--- config.mk ---
export PLATFORM = sky130hd
export DESIGN_NAME = exu_bru_pipe
export DESIGN_NICKNAME = d
export VERILOG_FILES = /design/src/rtl/exu_bru_pipe.sv
export SDC_FILE = /design/constraint.sdc
export NUM_CORES = 1
export LEC_CHECK = 0
export BUFFER_PORTS_ARGS = -buffer_cell sky130_fd_sc_hd__buf_2
export CAP_MARGIN = 20
export CORE_AREA = 2 2 146 148
export DETAILED_ROUTE_END_ITERATION = 10
export DIE_AREA = 0 0 148 150
export PLACE_DENSITY = 0.83
export SYNTH_ARGS = -nofsm -noshare
export SYNTH_HDL_FRONTEND = slang
export SYNTH_SLANG_ARGS = --single-unit
export TNS_END_PERCENT = 20
--- constraint.sdc ---
create_clock -name clk -period 12.7 [get_ports clk]
set_clock_uncertainty 0.05 [all_clocks]
set_input_delay 2.54 -clock clk [delete_from_list [all_inputs] [get_ports clk]]
set_output_delay 2.54 -clock clk [all_outputs]
set_load 0.02 [all_outputs]
--- src/rtl/exu_bru_pipe.sv ---
// ---------------------------------------------------------------------------
// exu_bru_pipe: registered execute-stage branch unit.
//
// Accepts one JAL/JALR/Bxx/FENCE request per cycle over valid/ready, resolves
// it against the front-end prediction and presents the result to commit
// through a single-entry output register. A mispredict (or an interrupt)
// produces a registered one-cycle redirect pulse. Two wrap-around counters
// track resolved requests and mispredicts.
//
// Ports:
//   clk, rst                 clock, asynchronous active-high reset
//   req_*                    request handshake and operands
//   flush_i                  drops held result, blocks accept
//   int_assert_i, int_addr_i interrupt redirect (highest priority)
//   res_*                    resolved result to commit (valid/ready)
//   jump_flag_o, jump_addr_o redirect pulse and address
//   br_cnt_o, mispred_cnt_o  statistics counters
// ---------------------------------------------------------------------------
module exu_bru_pipe #(
   parameter int unsigned XLEN  = 32,
   parameter int unsigned HAS_C = 0,
   parameter int unsigned TAG_W = 4,
   parameter int unsigned CNT_W = 32
) (
   input  logic             clk,
   input  logic             rst,
   input  logic             req_valid_i,
   output logic             req_ready_o,
   input  logic [3:0]       req_op_i,
   input  logic [XLEN-1:0]  req_op1_i,
   input  logic [XLEN-1:0]  req_op2_i,
   input  logic [XLEN-1:0]  req_jop1_i,
   input  logic [XLEN-1:0]  req_jop2_i,
   input  logic [XLEN-1:0]  req_pc_i,
   input  logic             req_pred_taken_i,
   input  logic [XLEN-1:0]  req_pred_target_i,
   input  logic [TAG_W-1:0] req_tag_i,
   input  logic             flush_i,
   input  logic             int_assert_i,
   input  logic [XLEN-1:0]  int_addr_i,
   output logic             res_valid_o,
   input  logic             res_ready_i,
   output logic             res_taken_o,
   output logic [XLEN-1:0]  res_target_o,
   output logic             res_mispred_o,
   output logic             res_misalign_o,
   output logic [TAG_W-1:0] res_tag_o,
   output logic             jump_flag_o,
   output logic [XLEN-1:0]  jump_addr_o,
   output logic [CNT_W-1:0] br_cnt_o,
   output logic [CNT_W-1:0] mispred_cnt_o
);

   localparam logic [3:0] OpJal   = 4'd0;
   localparam logic [3:0] OpJalr  = 4'd1;
   localparam logic [3:0] OpBeq   = 4'd2;
   localparam logic [3:0] OpBne   = 4'd3;
   localparam logic [3:0] OpBlt   = 4'd4;
   localparam logic [3:0] OpBge   = 4'd5;
   localparam logic [3:0] OpBltu  = 4'd6;
   localparam logic [3:0] OpBgeu  = 4'd7;
   localparam logic [3:0] OpFence = 4'd8;

   logic             res_valid_q, res_valid_d;
   logic             res_taken_q, res_taken_d;
   logic [XLEN-1:0]  res_target_q, res_target_d;
   logic             res_mispred_q, res_mispred_d;
   logic             res_misalign_q, res_misalign_d;
   logic [TAG_W-1:0] res_tag_q, res_tag_d;
   logic             jump_flag_q, jump_flag_d;
   logic [XLEN-1:0]  jump_addr_q, jump_addr_d;
   logic [CNT_W-1:0] br_cnt_q, br_cnt_d;
   logic [CNT_W-1:0] mispred_cnt_q, mispred_cnt_d;

   logic            accept;
   logic [XLEN-1:0] sum_raw, sum, fallthrough, target;
   logic            taken, misalign, mispred;
   logic            is_eq, is_lt, is_ltu;

   // Held low during reset so every output reads 0 while rst is high.
   assign req_ready_o = (~res_valid_q | res_ready_i) & ~flush_i & ~int_assert_i & ~rst;
   assign accept      = req_valid_i & req_ready_o;

   // Resolution
   assign sum_raw     = req_jop1_i + req_jop2_i;
   assign sum         = (req_op_i == OpJalr) ? {sum_raw[XLEN-1:1], 1'b0} : sum_raw;
   assign fallthrough = req_pc_i + XLEN'(4);
   assign is_eq       = (req_op1_i == req_op2_i);
   assign is_lt       = ($signed(req_op1_i) < $signed(req_op2_i));
   assign is_ltu      = (req_op1_i < req_op2_i);

   always_comb begin
      taken = 1'b0;
      case (req_op_i)
         OpJal, OpJalr, OpFence: taken = 1'b1;
         OpBeq:                  taken = is_eq;
         OpBne:                  taken = ~is_eq;
         OpBlt:                  taken = is_lt;
         OpBge:                  taken = ~is_lt;
         OpBltu:                 taken = is_ltu;
         OpBgeu:                 taken = ~is_ltu;
         default:                taken = 1'b0;
      endcase
   end

   assign target   = taken ? sum : fallthrough;
   assign misalign = taken & ((HAS_C != 0) ? sum[0] : |sum[1:0]);

   always_comb begin
      if (req_op_i == OpFence) begin
         mispred = 1'b1;
      end else if (misalign) begin
         mispred = 1'b0;
      end else begin
         mispred = (taken != req_pred_taken_i) | (taken & (sum != req_pred_target_i));
      end
   end

   // Next state: interrupt > flush > accept > hand-off
   always_comb begin
      res_valid_d    = res_valid_q;
      res_taken_d    = res_taken_q;
      res_target_d   = res_target_q;
      res_mispred_d  = res_mispred_q;
      res_misalign_d = res_misalign_q;
      res_tag_d      = res_tag_q;
      jump_flag_d    = 1'b0;
      jump_addr_d    = jump_addr_q;
      br_cnt_d       = br_cnt_q;
      mispred_cnt_d  = mispred_cnt_q;

      if (int_assert_i || flush_i) begin
         res_valid_d = 1'b0;
      end else if (accept) begin
         res_valid_d    = 1'b1;
         res_taken_d    = taken;
         res_target_d   = target;
         res_mispred_d  = mispred;
         res_misalign_d = misalign;
         res_tag_d      = req_tag_i;
      end else if (res_ready_i) begin
         res_valid_d = 1'b0;
      end

      if (int_assert_i) begin
         jump_flag_d = 1'b1;
         jump_addr_d = int_addr_i;
      end else if (accept && mispred) begin
         jump_flag_d = 1'b1;
         jump_addr_d = target;
      end

      if (accept) begin
         br_cnt_d = br_cnt_q + CNT_W'(1);
         if (mispred) begin
            mispred_cnt_d = mispred_cnt_q + CNT_W'(1);
         end
      end
   end

   always_ff @(posedge clk or posedge rst) begin
      if (rst) begin
         res_valid_q    <= 1'b0;
         res_taken_q    <= 1'b0;
         res_target_q   <= '0;
         res_mispred_q  <= 1'b0;
         res_misalign_q <= 1'b0;
         res_tag_q      <= '0;
         jump_flag_q    <= 1'b0;
         jump_addr_q    <= '0;
         br_cnt_q       <= '0;
         mispred_cnt_q  <= '0;
      end else begin
         res_valid_q    <= res_valid_d;
         res_taken_q    <= res_taken_d;
         res_target_q   <= res_target_d;
         res_mispred_q  <= res_mispred_d;
         res_misalign_q <= res_misalign_d;
         res_tag_q      <= res_tag_d;
         jump_flag_q    <= jump_flag_d;
         jump_addr_q    <= jump_addr_d;
         br_cnt_q       <= br_cnt_d;
         mispred_cnt_q  <= mispred_cnt_d;
      end
   end

   assign res_valid_o    = res_valid_q;
   assign res_taken_o    = res_taken_q;
   assign res_target_o   = res_target_q;
   assign res_mispred_o  = res_mispred_q;
   assign res_misalign_o = res_misalign_q;
   assign res_tag_o      = res_tag_q;
   assign jump_flag_o    = jump_flag_q;
   assign jump_addr_o    = jump_addr_q;
   assign br_cnt_o       = br_cnt_q;
   assign mispred_cnt_o  = mispred_cnt_q;

endmodule

Yosys cells after proc, flatten, opt, wreduce, memory -nomap -nowiden. Index checks and enable logic that the tools add are counted.

Register bits: 137. Input bits: 239. Output and inout port bits: 138.

$add $sub $neg: 4. $lt $le $gt $ge: 2. Eq/ne operators: 11. Mux-type cells: 12. Bitwise operators: 16. Reduce and logical (&&, ||, !) cells: 9.

Operators with widths (number): 32-bit 2-to-1 mux (3); 32-bit by 1-bit adder with 32-bit output (second input constant) (2); 32-bit < comparator (2); 32-bit by 3-bit adder with 32-bit output (second input constant) (1); 32-bit adder (1); 32-bit equality test (1); 32-bit != test (1); 4-bit by 3-bit equality test with 1-bit output (second input constant) (4); 4-bit by 2-bit equality test with 1-bit output (second input constant) (2); 1-bit 2-to-1 mux (8); 1-bit inverter (8); 1-bit one-hot mux with 7 select lines (1); 1-bit bitwise AND (6); 4-bit by 1-bit equality test with 1-bit output (second input constant) (1); 4-bit equality test (second input constant) (1); 4-bit zero test (1); 2-bit AND reduction (2); 3-bit nonzero test (1); 3-bit OR reduction (1); 1-bit OR (2); 2-bit nonzero test (1); 2-bit OR reduction (1); 1-bit logical AND (1); 1-bit logical OR (1); 1-bit != test (1).

Logic depth before layout (Yosys ltp). Gate-level depths: netlist of the first run.

Depth in word-level cells: 10. Mapped depth: 15. Gate-level depth less buffers: 13.

Least setup slack after synthesis of the first run. Ideal clock, no wire load.

Path type: input-to-reg. Start point: input req_jop1_i[0]. End point: register mispred_cnt_q[1] (netlist: mispred_cnt_o[1]). Setup time: 0.125 ns. Data arrival time: 5.793 ns. Data required time: 12.525 ns. Slack: 6.732 ns. Stages: 13. Cells stage by stage: ha_1 fa_1 a211o_1 a21oi_4 a21oi_4 o41ai_4 xnor3_1 a2111oi_2 nand4_1 nor4_2 nand4_1 nand2_1 mux2_2.

Cells in the longest elaborated chain, start to end: 8. Elaborated cells on any way between the ends: 10.

Ends and longest elaborated chain: start, declared (line 32) `input logic [XLEN-1:0] req_jop1_i,`; 32-bit adder * (line 85) `assign sum_raw = req_jop1_i + req_jop2_i;`; 1-bit 2-to-1 mux (line 86) `assign sum = (req_op_i == OpJalr) ? {sum_raw[XLEN-1:1], 1'b0} : sum_raw;`; 32-bit != test (line 115) `mispred = (taken != req_pred_taken_i) | (taken & (sum != req_pred_target_i));`; 1-bit bitwise AND (line 115); 1-bit OR (line 115); 1-bit 2-to-1 mux * (line 112) `end else if (misalign) begin`; 1-bit 2-to-1 mux * (line 110) `if (req_op_i == OpFence) begin`; 2-bit AND reduction (no source line) *; end signal, assigned (line 183) `mispred_cnt_q <= mispred_cnt_d;`; end, declared (line 73) `logic [CNT_W-1:0] mispred_cnt_q, mispred_cnt_d;`.

Every way passes the cells marked *; elsewhere a longest branch is shown, timed or not. A chain may end at the register's enable or synchronous reset.

Worst setup path after layout of the first run. Ends and elaborated chain as after synthesis.

==> impl_metrics.toml, run 1 <==
[power]
cellLeakagePower_uw = 0.00667
switchingPower_uw = 559
power.density_nw_per_um2 = 116
vdd_drop_max_uv = 74.5
p_total_uw = 1550
p_seq_share_pct = 33.8
swShare_pct = 36.0
p_comb_share_pct = 33.3
clockPowerShare_pct = 32.9
p_int_uw = 994

[placed_design]
portBuffers = 376
dp_hpwl_um = 28700
gp_congestion = 0.951

[die]
start_util_pct = 52.0
die_area_um2 = 22200
io_pins = 377
die_w_um = 148
core-area_um2 = 20700
die_h_um = 150
rows = 53

[grt]
grt_pass1_wl_um = 56200
grtUsageMet1_pct = 42.3
grt_busiest_layer = "met2"
grtUsageMet3_pct = 6.28
grt_pass1_vias = 10600
grt_util_met2_pct = 52.2
grt_overflow = 0
grt_usage_pct = 32.1
antenna_found_initial = 2
grt_max_degree = 77

[clock_tree]
numCtsBuffers = 17
cts-resized-gates = 0
clk_path_buf_depth = 2
cts_setup_buffers = 0
clock_sinks = 137
clkLatencyLatePin_ps = 420
clk_pin_slew_ps = 60
cts-root-buf = "clkbuf_16"
cts_hold_buffers = 0
cts_tree = "yes"
htree_levels = 4

[timing]
hold_violations = 0
tns_ps = 0
slew_viol_final = 0
fmax_mhz = 151
post-route-min-period_ps = 6640
maxSlewHeadroom_pct = 30.2
rsz0062_at_grt = "no"
finalSetupViolCount = 0
worstMarginPinSlew_ps = 1030
fin_crit_sh_pct = 52.3

[detailed_routing]
route.detailed.drc = 0
drtAntennaViolNets = 0
first_pass_iters = 6
vias = 11200
dr.first_iter.drc_count = 737
wirelength_um = 36500
avgViaCountPerCell = 5.93
wl_per_cell_um = 19.4

[setup_path]
critPathLaunchType = "input port"
regToRegSetupSlack_ps = 9440
path_class = "input port to register"
crit_path_end_kind = "register"
required_ps = 12950
crit_start = "req_jop1_i[0]"
rr_startpoint = "res_valid_o"
crit_fanout = 58
worst_ep_arrival_time_ps = 6890

[finish]
drive_gt1_share_pct = 27.8
area_growth_pct = 24.8
layout_commonest_cell = "buf_2"
final_nets = 1900
final_cell_mix = "buf_2 (376), nand2_1 (148), dfrtp_1 (137)"

[synthesis]
yosysWarnings = 0
synth_edf_count = 0
syn_avg_cell_area_um2 = 8.55
synthAdderAreaFrac_pct = 7.87
seq_area_frac_synth_pct = 31.9
syn_inst = 1257
async_flop_share_pct = 100
synth_top_family_by_area = "simple AND/OR/NAND/NOR gates"
ys_ff_latch = 137
synth_compound_area_share_pct = 19.7
muxShareOfSynthArea_pct = 2.02
synthSimpleGateAreaFrac_pct = 21.2
synth_xor_area_share_pct = 12.8
syn_nets = 1563
ys_types = 86
synth_area_um2 = 10800
ys.flop_type = "dfrtp_1"

[min_path]
hold_start = "res_tag_o[0]"
hold_path_class = "register to register"

[job]
max-cap-violations = 0

[outcome]
status = "complete, no violations"
path summary, 6_finish.rpt:
kind	to	cells after the start
max	mispred_cnt_o[1]	15
min	res_tag_o[0]	2
max reg2reg	mispred_cnt_o[25]	8
min reg2reg	res_tag_o[0]	2
max in group asynchronous	jump_addr_o[2]	3
min in group asynchronous	res_tag_o[2]	2
per-layer routing:
layer	share of wire [%]	vias to the layer above
met5	0	-
li1	-	5223
met1	40	5244
met2	47	617
met3	9.3	96
met4	3.9	0
worst max-delay path, cell delays in order:
cell	delay, ps
buf_2	100
ha_1	220
fa_1	410
a211o_1	330
a21oi_4	300
a21oi_4	170
a211o_1	370
a21o_1	210
a311oi_2	290
xor2_1	320
xor2_1	150
nand4_1	120
buf_4	540
nand2_1	420
mux2_2	370
power groups by stage:
stage               sequential [uW]  clock [uW]  combinational, uW
global placement                528           0                504
detailed placement              531           0                510
floorplan                       590           0                257
finish                          525         510                517
global route                    531         533                561
CTS                             525         513                513
final cells by class:
type,instances,area [um2]
clock inverters,15,189
inverters,53,204
repair buffers,383,1950
fillers,1697,7270
well taps,275,344
diodes,3,7.51
flip-flops and latches,137,3430
multi-input cells,1002,6860
clock buffers,17,425
state kept, by name, indices dropped and copies added, names as in the netlist, 4 cells and up:
register       cells
br_cnt_o          32
mispred_cnt_o     32
res_tag_o          4
jump_addr_o       32
res_target_o      32
cell families after synthesis:
logic type                 after synthesis
AOI/OAI and AO/OA                      316
and+or+nand+nor                        452
adders and majority gates               67
muxes                                   21
xor gates and xnor gates               146
buffers and inverters                  118
DFF                                    137
Yosys cell counts (5+ instances only):
master	count	area share, %
mux2i_1	15	1.4
nand2b_1	11	0.64
nand2_1	149	5.2
or3_1	7	0.41
a2bb2oi_1	17	1.4
xnor3_1	5	1.0
a21o_1	15	1.0
o21a_1	12	0.84
or4_1	8	0.56
a211oi_1	8	0.56
nor2_1	66	2.3
a21oi_1	72	3.4
nand4_1	38	2.2
mux2_2	6	0.63
and4_1	9	0.73
a2111oi_0	5	0.41
buf_1	6	0.21
nor4_1	14	0.81
o31ai_1	11	0.77
clkbuf_1	38	1.3
o21ai_1	23	1.1
o211ai_1	7	0.49
nor2b_1	10	0.58
inv_1	53	1.9
dfrtp_1	137	32
and3_1	31	1.8
buf_2	17	0.79
nand3_1	55	2.6
xor2_1	36	2.9
o21ai_0	77	3.6
nor3_1	17	0.79
ha_1	66	7.7
and2_1	13	0.76
or2_2	6	0.35
xnor2_1	103	8.4
per-stage QoR:
stage	hold slack (ps)	worst slack [ps]	util [%]	instances	instance area [um2]
2_1_floorplan	532	6440	-	1257	10800
3_3_place_gp	405	5590	61.7	1848	12800
3_5_place_dp	409	5620	61.8	1849	12800
4_1_cts	424	6020	64.7	1881	13400
5_1_grt	436	5890	64.8	1882	13400
6_report	421	6060	64.8	1885	13400
No activity file was read; power rests on OpenSTA's default activity.
==> inputs of run 2 (changes only) <==
Settings changed: CORE_AREA 2 2 146 148 to default, CORE_MARGIN from default to 1, CORE_UTILIZATION from default to 52, DIE_AREA 0 0 148 150 to default.
Clock period 12.7 ns to 6.55 ns, I/O delays scaled along.
==> impl_metrics.toml, run 2 (same netlist as run 1, synthesis figures left out) <==
[outcome]
status = "complete, no violations"

[clock_tree]
numCtsBuffers = 17
clk_pin_slew_ps = 60
htree_levels = 4
cts-resized-gates = 0
cts-root-buf = "clkbuf_16"
clk_path_buf_depth = 2
cts_tree = "yes"
clkLatencyLatePin_ps = 420
cts_hold_buffers = 0
clock_sinks = 137
cts_setup_buffers = 0

[timing]
slew_viol_final = 0
finalSetupViolCount = 0
fmax_mhz = 186
hold_violations = 0
worstMarginPinSlew_ps = 988
fin_crit_sh_pct = 81.9
holdWs_ps = 424
tns_ps = 0
maxSlewHeadroom_pct = 34.0
rsz0062_at_grt = "no"
post-route-min-period_ps = 5370

[setup_path]
reg2reg_depth = 9
reg2reg_to = "mispred_cnt_o[23]"
worst_ep_arrival_time_ps = 5640
rr_startpoint = "res_valid_o"
critPathLaunchType = "input port"
path_buf_inv = 2
cpPeakStageDelay_ps = 740
crit_start = "req_jop2_i[0]"
crit_family = "compound AO/OA/AOI/OAI gates"
crit_fanout = 20
cpMostUsedCell = "a21oi_4"
crit_path_end_kind = "register"
path_class = "input port to register"
critPathSlowestCell = "and4_1"
regToRegSetupSlack_ps = 3410
required_ps = 6830
cp_cell_sequence = "buf_2 > ha_1 > fa_1 > a211o_1 > a21oi_4 > a21oi_4 > nor2_4 > o21bai_1 > a41oi_1 > xnor3_1 > nor4_1 > and4_1 > buf_4 > o21ai_1 > a2bb2oi_1"

[detailed_routing]
drtAntennaViolNets = 0
wl_per_cell_um = 19.0
first_pass_iters = 5
dr.first_iter.drc_count = 767
vias = 11100
wirelength_um = 35800
avgViaCountPerCell = 5.90
route.detailed.drc = 0

[min_path]
hold_path_depth = 2
hold_start = "res_target_o[30]"
min_to = "res_target_o[30]"
hold_path_class = "register to register"

[grt]
grt_overflow = 0
antenna_found_initial = 2
grt_pass1_wl_um = 56400
grt_usage_pct = 33.6
grt_pass1_vias = 10700
grt_max_degree = 80

[die]
core-area_um2 = 20200
die_area_um2 = 21300
io_pins = 377
die_h_um = 146
rows = 52
die_w_um = 146
start_util_pct = 53.1

[finish]
fillCellCount = 1690
layout_commonest_cell = "buf_2"
final_nets = 1906
final_cell_mix = "buf_2 (376), nand2_1 (148), dfrtp_1 (137)"
area_growth_pct = 24.8
drive_gt1_share_pct = 28.1
multi_input_area_um2 = 6860
seqCellArea_um2 = 3430

[power]
swShare_pct = 35.9
p_seq_share_pct = 34.1
vdd_drop_max_uv = 185
power.density_nw_per_um2 = 223
p_int_uw = 1920
p_comb_share_pct = 33.6
cellLeakagePower_uw = 0.00668
clockPowerShare_pct = 32.3
switchingPower_uw = 1070

[placed_design]
gp_congestion = 0.993
portBuffers = 376
dp_hpwl_um = 28700

[job]
max-cap-violations = 0
run 2: cell count changes in the layout (fill, tap and decap cells not counted):
cell        delta
clkbuf_8       +3
clkinv_4       -3
bufinv_16      -1
buf_8          -1
inv_6          -1
clkinvlp_4     +2
buf_12         -1
buf_4          +8
diode_2        -1
run 2: stage by stage:
stage	instance area [um2]	instances	setup slack, ps	power, uW	utilization [%]
after floorplan	10800	1257	1520	1640	-
after detailed placement	12800	1851	824	2030	63.3
final	13400	1885	1180	2990	66.3
after global routing	13400	1885	968	3130	66.3
after CTS	13400	1883	1250	2990	66.3
after global placement	12800	1851	926	2010	63.3
run 2: per-layer routing:
metal	share of wire (%)	global-route usage (%)	up-vias	routed length, um
met5	0	0	-	0
met4	2.9	11.7	0	1040
met3	8.5	4.98	79	3030
met2	47	55.3	584	16900
met1	41	45.1	5237	14700
li1	-	-	5227	-
run 2: worst max path at each step:
stage	endpoint	slack, ps	cells after the start
6_report	jump_addr_o[13]	1180	15
5_1_grt	jump_addr_o[13]	970	15
4_1_cts	jump_addr_o[13]	1250	15
3_5_place_dp	jump_addr_o[13]	820	15
3_3_place_gp	jump_addr_o[12]	930	15
2_1_floorplan	br_cnt_o[0]	1520	1
run 2: tightest hold or removal path: cells and delay by family (launching register included):
kind | cells | cell delay (ps)
simple gates | 1 | 50
compound gates | 1 | 60
flops | 1 | 330
run 2: power groups by stage:
stage / logic (uW) / registers, uW / clock network, uW
finish: 1000 / 1020 / 966
global route: 1090 / 1030 / 1010
CTS: 998 / 1020 / 970
detailed placement: 993 / 1030 / 0
global placement: 980 / 1030 / 0
floorplan: 499 / 1140 / 0
run 2: area by class of cell:
cell class | instances | area share (%)
timing repair buffer | 389 | 14.7
clock buffer | 20 | 3.48
inverter | 53 | 1.52
antenna | 2 | 0.0373
sequential | 137 | 25.5
multi-input combinational | 1002 | 51.1
clock inverter | 12 | 1.03
tap | 270 | 2.52
==> inputs of run 3 (changes only) <==
Settings changed: ABC_AREA from default to 1, CORE_UTILIZATION 52 to 47, PLACE_DENSITY 0.83 to 0.78.
Clock period 6.55 ns to 4.6 ns, I/O delays scaled along.
==> impl_metrics.toml, run 3 <==
[synthesis]
synth_top_area_cell = "dfrtp_1"
synth_top_family_by_area = "simple AND/OR/NAND/NOR gates"
synthAdderAreaFrac_pct = 7.51
yosys-top-cells-count = "nand2_1 (620), inv_1 (167), nor2_1 (148)"
ys_top_cells_by_area = "dfrtp_1 (30%), nand2_1 (21%), ha_1 (7.3%)"
yosysMostFrequentCell = "nand2_1"
synth_area_um2 = 11300
syn_inst = 1687
ys_ff_latch = 137
seq_area_frac_synth_pct = 30.4
synthSimpleGateAreaFrac_pct = 38.2
ys.flop_type = "dfrtp_1"
synth_xor_area_share_pct = 8.01
yosysTopAreaCellShare_pct = 30.4
syn_avg_cell_area_um2 = 6.68
muxShareOfSynthArea_pct = 0
synth_compound_area_share_pct = 8.51
synth_edf_count = 0
async_flop_share_pct = 100
yosysWarnings = 0
ys_types = 50
syn_nets = 1993

[clock_tree]
cts-root-buf = "clkbuf_16"
clkLatencyLatePin_ps = 410
numCtsBuffers = 17
cts-resized-gates = 0
htree_levels = 4
clock_sinks = 137
cts_tree = "yes"
clk_pin_slew_ps = 50
cts_setup_buffers = 0
cts_hold_buffers = 0
clk_path_buf_depth = 2

[detailed_routing]
wirelength_um = 38100
wl_met2_um = 17700
wl_met3_um = 3020
routed.top_layer = "met5"
route.detailed.drc = 0
avgViaCountPerCell = 5.22
first_pass_iters = 5
vias = 12500
wl_per_cell_um = 15.9
met1_length_um = 16000
dr.first_iter.drc_count = 892
drtAntennaViolNets = 0

[placed_design]
dp_hpwl_um = 31500
pre_cts_slack_ps = 310
gp_congestion = 1.02
portBuffers = 376
place_area_um2 = 13500

[finish]
layout_commonest_cell = "nand2_1"
final_area_um2 = 14100
drive_gt1_share_pct = 21.8
final_cell_mix = "nand2_1 (620), buf_2 (376), inv_1 (166)"
final_nets = 2361
area_growth_pct = 24.9

[die]
rows = 56
io_pins = 377
die_area_um2 = 24600
die_h_um = 157
core-area_um2 = 23500
start_util_pct = 48.0
die_w_um = 157

[setup_path]
worst_ep_arrival_time_ps = 4270
crit_fanout = 31
crit_path_end_kind = "register"
critPathLaunchType = "input port"
path_class = "input port to register"
required_ps = 4900

[power]
cellLeakagePower_uw = 0.00807
power.density_nw_per_um2 = 307
vdd_drop_max_uv = 227

[timing]
worstMarginPinSlew_ps = 821
slew_viol_final = 0
fmax_mhz = 252
post-route-min-period_ps = 3970
rsz0062_at_grt = "no"
tns_ps = 0
fin_ws_ps = 626
hold_violations = 0
finalSetupViolCount = 0
maxSlewHeadroom_pct = 45.3
fin_crit_sh_pct = 86.4

[grt]
grt_pass1_vias = 11800
grt_usage_pct = 31.3
grt_pass1_wl_um = 59600
grt_max_degree = 84
grt_overflow = 0
antenna_found_initial = 8

[job]
max-cap-violations = 0

[outcome]
status = "complete, no violations"

[min_path]
hold_path_class = "register to register"
[run 3: cell count changes in the layout (fill, tap and decap cells not counted), moves of 17 or more]
cell       delta
nand4_1      -17
nor2_1       +83
xnor2_1      -67
xor2_1       +18
o21ai_1      -22
a2bb2oi_1    -17
and3_1       -28
nand2_1     +472
nand3_1      +73
inv_1       +114
[run 3: metrics by stage]
stage	hold slack, ps	util (%)	instances	total power, uW
6_report	428	60.0	2393	4320
5_1_grt	447	59.9	2391	4560
4_1_cts	433	59.9	2387	4330
3_5_place_dp	416	57.3	2355	2960
3_3_place_gp	407	57.3	2355	2930
2_1_floorplan	532	-	1687	2380
[run 3: area by class of cell]
| type | count | area [um2] |
|---|---|---|
| fillers | 2264 | 9400 |
| multi-input cells | 1342 | 7010 |
| diodes | 6 | 15.0 |
| clock buffers | 22 | 484 |
| inverters | 171 | 651 |
| clock inverters | 10 | 118 |
| repair buffers | 386 | 1970 |
| flip-flops and latches | 137 | 3430 |
| well taps | 319 | 399 |
[run 3: report_power, final]
part | internal (uW) | switching, uW
logic | 509 | 971
clock network | 855 | 509
registers | 1360 | 109
[run 3: per-layer routing]
metal / vias to the layer above / track usage [%]
li1: 6172 / -
met4: 4 / 13.3
met5: - / 0
met1: 5709 / 39.5
met2: 514 / 52.0
met3: 94 / 5.76
[run 3: final timing paths]
check                      slack, ps          start               end  cells after the start
min                              430   br_cnt_o[31]      br_cnt_o[31]                      1
min in group asynchronous        490            rst      br_cnt_o[14]                      2
max reg2reg                     1950    res_valid_o      br_cnt_o[31]                     14
max                              630  req_jop1_i[0]    jump_addr_o[5]                     23
min reg2reg                      430   br_cnt_o[31]      br_cnt_o[31]                      1
max in group asynchronous       3220            rst  res_target_o[30]                      3
[run 3: worst max-delay path: stages]
cell	delay, ps
buf_2	100
ha_1	230
fa_1	460
nand3_1	120
nand3_2	130
nand2_1	110
nand2_1	100
nand2_1	90
nand2_1	140
nand2_1	130
nand3_1	80
nand2_1	130
nor2_1	80
nor2_1	90
nand3_1	130
nor2_1	120
nand3_1	80
nand2_1	70
nand2_2	100
nand2_4	240
buf_4	360
nand3_1	140
nand2_1	90
[run 3: kinds of logic (layout without fill, tap and decap cells)]
family	Yosys count	after routing
adders and majority gates	67	67
other	0	6
DFF	137	137
buffers and inverters	208	589
AOI/OAI and AO/OA	175	175
and+or+nand+nor	1005	1005
xor gates and xnor gates	95	95
